[config.mk]
export PLATFORM = sky130hd
export DESIGN_NAME = fft_control
export DESIGN_NICKNAME = d
export VERILOG_FILES = /design/src/rtl/fft_control.sv
export SDC_FILE = /design/constraint.sdc
export NUM_CORES = 1
export LEC_CHECK = 0
export ABC_AREA = 1
export ABC_CLOCK_PERIOD_IN_PS = 2100
export BUFFER_PORTS_ARGS = -buffer_cell sky130_fd_sc_hd__buf_4
export CORE_MARGIN = 3
export CORE_UTILIZATION = 42
export CTS_BUF_LIST = sky130_fd_sc_hd__clkbuf_16
export CTS_CLUSTER_SIZE = 14
export DETAILED_ROUTE_END_ITERATION = 16
export MAX_ROUTING_LAYER = met4
export PLACE_DENSITY_LB_ADDON = 0.2
export REMOVE_ABC_BUFFERS = 1
export SLEW_MARGIN = 5
export SYNTH_ARGS = -nofsm -noshare
export SYNTH_HDL_FRONTEND = slang
export SYNTH_SLANG_ARGS = --single-unit
[constraint.sdc]
create_clock -name clk -period 2.1 [get_ports clk]
set_input_delay 0.21 -clock clk [delete_from_list [all_inputs] [get_ports clk]]
set_output_delay 0.21 -clock clk [all_outputs]
set_load 0.05 [all_outputs]
[src/rtl/fft_control.sv]
// rtl/fft_control.sv - address/twiddle sequencer for a 64-point in-place radix-2 FFT
// Walks 6 stages x 32 butterflies; the twiddle address leads the RAM addresses by one cycle.
module fft_control (
  input  logic       clk,
  input  logic       reset_n,
  input  logic       start,
  output logic [5:0] address_a,
  output logic [5:0] address_b,
  output logic       write,
  output logic [4:0] twiddle_address,
  output logic [2:0] stage,
  output logic       busy,
  output logic       done
);

  localparam logic [1:0] IDLE  = 2'd0;
  localparam logic [1:0] PRIME = 2'd1;
  localparam logic [1:0] RUN   = 2'd2;
  localparam logic [1:0] DONE  = 2'd3;

  logic [1:0] state;
  logic [2:0] s;
  logic [4:0] i;
  logic       last;
  logic [2:0] next_s;
  logic [4:0] next_i;

  assign last   = (s == 3'd5) && (i == 5'd31);
  assign next_i = i + 5'd1;
  assign next_s = (i == 5'd31) ? s + 3'd1 : s;

  function automatic logic [5:0] rotl6(input logic [5:0] x, input logic [2:0] k);
    logic [11:0] d;
    d = {x, x} << k;
    return d[11:6];
  endfunction

  // Early stages share few twiddles: only the top s bits of i select the factor.
  function automatic logic [4:0] tw(input logic [2:0] ss, input logic [4:0] ii);
    return ii & ~(5'b11111 >> ss);
  endfunction

  always_ff @(posedge clk or negedge reset_n) begin
    if (!reset_n) begin
      state <= IDLE;
      s     <= 3'd0;
      i     <= 5'd0;
    end else begin
      case (state)
        IDLE: begin
          if (start) begin
            state <= PRIME;
            s     <= 3'd0;
            i     <= 5'd0;
          end
        end
        PRIME: state <= RUN;
        RUN: begin
          if (last) begin
            state <= DONE;
            s     <= 3'd0;
            i     <= 5'd0;
          end else begin
            i <= next_i;
            s <= next_s;
          end
        end
        DONE:    state <= IDLE;
        default: state <= IDLE;
      endcase
    end
  end

  // Outputs decode registered state only, so reset clears them without a clock edge.
  always_comb begin
    address_a       = 6'd0;
    address_b       = 6'd0;
    write           = 1'b0;
    twiddle_address = 5'd0;
    stage           = 3'd0;
    busy            = 1'b0;
    done            = 1'b0;
    case (state)
      PRIME: begin
        busy            = 1'b1;
        twiddle_address = tw(3'd0, 5'd0);
      end
      RUN: begin
        address_a       = rotl6({i, 1'b0}, s);
        address_b       = rotl6({i, 1'b1}, s);
        write           = 1'b1;
        stage           = s;
        busy            = 1'b1;
        twiddle_address = last ? 5'd0 : tw(next_s, next_i);
      end
      DONE:    done = 1'b1;
      default: ;
    endcase
  end

endmodule

==> flow_metrics.env <==
export IMPL_power_per_standard_cell_area_nw_per_um2=361.3
export IMPL_synth_xor_area_share_pct=1.544
export IMPL_syn2layout_area_growth_pct=39.43
export IMPL_clock_path_buffers=2
export IMPL_cp_data_required_time_ps=1890
export IMPL_antenna_violations_before_repair=0
export IMPL_synth_async_reset_ratio_pct=100.0
export IMPL_post_synth_mux_area_share_pct=0
export IMPL_run_status="complete, no violations"
export IMPL_worstReg2RegEnd="state[0]$_DFFE_PN0P_"
export IMPL_setup_total_negative_slack_ps=0
export IMPL_synth_enable_flop_cells=0
export IMPL_crit_type="flip-flop to primary output"
export IMPL_nets=220
export IMPL_ys_seq_elements=10
export IMPL_ys_seq_area_share_pct=23.75
export IMPL_period_share_pct=98.35
export IMPL_dpl_hpwl_um=1922
export IMPL_syn_avg_cell_area_um2=5.986
export IMPL_floorplan_initialDensity_pct=45.86
export IMPL_drive_above_1_share_pct=30.77
export IMPL_synth_top_cell_area_share_pct=30.29
export IMPL_clock_insertion_delay_worst_skew_ps=240
export IMPL_die_area_um2=3146
export IMPL_drc_violations=0
export IMPL_cts_max_level=1
export IMPL_synth_area_leader_cell="sky130_fd_sc_hd__nand2_1"
export IMPL_row_count=17
export IMPL_final_instance_area_um2=1469
export IMPL_route_detailed_vias_per_inst=5.013
export IMPL_tritoncts_num_sinks=10
export IMPL_port_bufs=25
export IMPL_path_max_fanout=6
export IMPL_ys_top_cells_by_area="sky130_fd_sc_hd__nand2_1 (30%), sky130_fd_sc_hd__dfrtp_1 (24%), sky130_fd_sc_hd__nand3_1 (8.6%), sky130_fd_sc_hd__ha_1 (8.3%), sky130_fd_sc_hd__inv_1 (5.7%)"
export IMPL_crit_start="i[0]$_DFFE_PN0P_"
export IMPL_clk_pin_slew_worst_paths_ps=40
export IMPL_layout_cells_most_common_list="sky130_fd_sc_hd__nand2_1 (82), sky130_fd_sc_hd__buf_4 (28), sky130_fd_sc_hd__nand3_1 (18)"
export IMPL_io_pins=26
export IMPL_setup_worst_path_end_class="primary output"
export IMPL_endpoint_arrival_time_on_the_critical_path_ps=1860
export IMPL_final_period_minus_worst_setup_slack_ps=2065
export IMPL_floorplan_core_area_um2=2297
export IMPL_timing_critical_path_from_type="flip-flop"
export IMPL_cts_root_buffer_cell="sky130_fd_sc_hd__clkbuf_16"
export IMPL_synth_compound_area_share_pct=7.245
export IMPL_area_share_of_fa_ha_maj_cells_after_synthesis_pct=8.314
export IMPL_dominant_combinational_cell_family_by_area_after_synthesis="simple AND/OR/NAND/NOR gates"
export IMPL_worst_hold_path_type="input port to asynchronous set/reset pin"
export IMPL_regToRegStartpoint="i[0]$_DFFE_PN0P_"
export IMPL_globalplace_congestion=0.8451
export IMPL_drt_iter0_markers=19
export IMPL_grt_first_pass_wirelength_um=4471
export IMPL_fill_cells=210
export IMPL_via_count_of_the_first_global_routing_pass=1050
export IMPL_drv_cap=0
export IMPL_worst_setup_path_endpoint="twiddle_address[4]"
export IMPL_setup_ws_final_ps=34.68
export IMPL_setup_slack_reg_to_reg_ps=380
export IMPL_tritoncts="yes"
export IMPL_slew_headroom_pct=81.68
export IMPL_cellLeakagePower_uw=0.0008407
export IMPL_dr_pass1_iters=4
export IMPL_overflow=0
export IMPL_netlist_cell_type_count=18
export IMPL_postSynthCellCount=176
export IMPL_design_power_total_uw=530.7
export IMPL_r2r_worst_path_cells=11
export IMPL_skew_ps=2.200
export IMPL_synthSimpleGateAreaFrac_pct=47.86
export IMPL_layout_commonest_cell="sky130_fd_sc_hd__nand2_1"
export IMPL_die_height_um=56.09
export IMPL_synth_area_um2=1054
export IMPL_synth_main_ff_cell="sky130_fd_sc_hd__dfrtp_1"
export IMPL_routed_via_count=1183
export IMPL_die_w_um=56.09
export IMPL_tightest_slew_ps=274.8
export IMPL_timing_final_hold_violations=0
export IMPL_post_place_ws_ps=34.14
export IMPL_yosysWarningCount=0
export IMPL_drv_slew=0
export IMPL_routed_wl_um=2727
export IMPL_ir_worst_vdd_mv=0.5593
export IMPL_dpl_instance_area_um2=1255
export IMPL_routed_wire_length_per_instance_um=11.56
export IMPL_track_usage_pct=18.13
export IMPL_cts_made_buffers=3
export IMPL_grt_max_degree=14
export IMPL_setup_viol=0
export IMPL_antenna_violating_nets_post_route=0
export IMPL_antenna_cells_inserted=0
export IMPL_fmaxAchievable_ghz=0.4842
## worst max-delay path: stages (launching register included)
cell and delay (ps):
sky130_fd_sc_hd__dfrtp_1 410, sky130_fd_sc_hd__ha_4 190, sky130_fd_sc_hd__nand2_4 80, sky130_fd_sc_hd__nor2_4 40, sky130_fd_sc_hd__ha_4 180, sky130_fd_sc_hd__nand3_1 100
sky130_fd_sc_hd__nand2_2 100, sky130_fd_sc_hd__inv_4 100, sky130_fd_sc_hd__nand2_1 90, sky130_fd_sc_hd__nor2_1 130, sky130_fd_sc_hd__buf_6 170
## cell type report
| type | count | area (um^2) | area share, % |
|---|---|---|---|
| clock buffer | 3 | 75.07 | 5.111 |
| inverter | 20 | 77.57 | 5.281 |
| sequential | 10 | 251.5 | 17.12 |
| multi-input combinational | 141 | 753.2 | 51.28 |
| timing repair buffer | 34 | 276.5 | 18.82 |
| tap | 28 | 35.03 | 2.385 |
## cells in the mapped netlist (3+ instances only)
cell / number
sky130_fd_sc_hd__nand3_1: 18
sky130_fd_sc_hd__nor2_1: 9
sky130_fd_sc_hd__nand2_1: 85
sky130_fd_sc_hd__inv_2: 4
sky130_fd_sc_hd__ha_1: 7
sky130_fd_sc_hd__buf_6: 3
sky130_fd_sc_hd__inv_1: 16
sky130_fd_sc_hd__o21ai_0: 5
sky130_fd_sc_hd__o21ai_2: 3
sky130_fd_sc_hd__dfrtp_1: 10
sky130_fd_sc_hd__nand2_2: 3
sky130_fd_sc_hd__o21ai_1: 5
## power breakdown
| part | internal, uW | switching [uW] | total [uW] |
|---|---|---|---|
| logic | 3.80 | 4.59 | 8.39 |
| clock network | 246 | 82.4 | 329 |
| registers | 194 | 0 | 194 |
## routing by layer
layer,up-vias,wire length (um),global-route usage (%),share of wire (%)
li1,611,-,-,-
met1,528,1150,21.27,42
met2,36,1363,30.55,50
met3,8,140,1.856,5.1
met4,0,72,9.153,2.6
met5,-,0,-,0
## timing repair
action	CTS	global route
hold endpoints to repair	10	0
hold buffers	1	0
buffers inserted	3	2
resized for setup	6	20
setup endpoints to repair	5	14
pin swaps	1	2
## cells by family (layout without fill, tap and decap cells)
family          count (synthesis)  count (layout)
simple gates                  120             120
buf+inv                        25              57
compound gates                 13              13
flops                          10              10
fa+ha+maj                       7               7
xor+xnor                        1               1
## flip-flops by register name (all words and copies together) (netlist names)
register and cells:
i 5, s 3, state 2
## through the flow
stage          std cells  util [%]  hold WS (ps)
6_report             236     63.94         340.4
3_3_place_gp         227     54.63         42.46
3_5_place_dp         227     54.63         48.17
4_1_cts              234     60.02         338.2
2_1_floorplan        171         -        -85.59
5_1_grt              236     63.94         353.0
## worst min-delay path by stage
stage | to | cells past startpoint | from | slack, ps
after CTS | i[0]$_DFFE_PN0P_ | 2 | reset_n | 340
after global placement | i[0]$_DFFE_PN0P_ | 1 | reset_n | 40
final | i[0]$_DFFE_PN0P_ | 2 | reset_n | 340
after detailed placement | i[0]$_DFFE_PN0P_ | 1 | reset_n | 50
after global routing | i[0]$_DFFE_PN0P_ | 2 | reset_n | 350
after floorplan | i[0]$_DFFE_PN0P_ | 0 | reset_n | -90
Power figures use the tool's default switching activity.
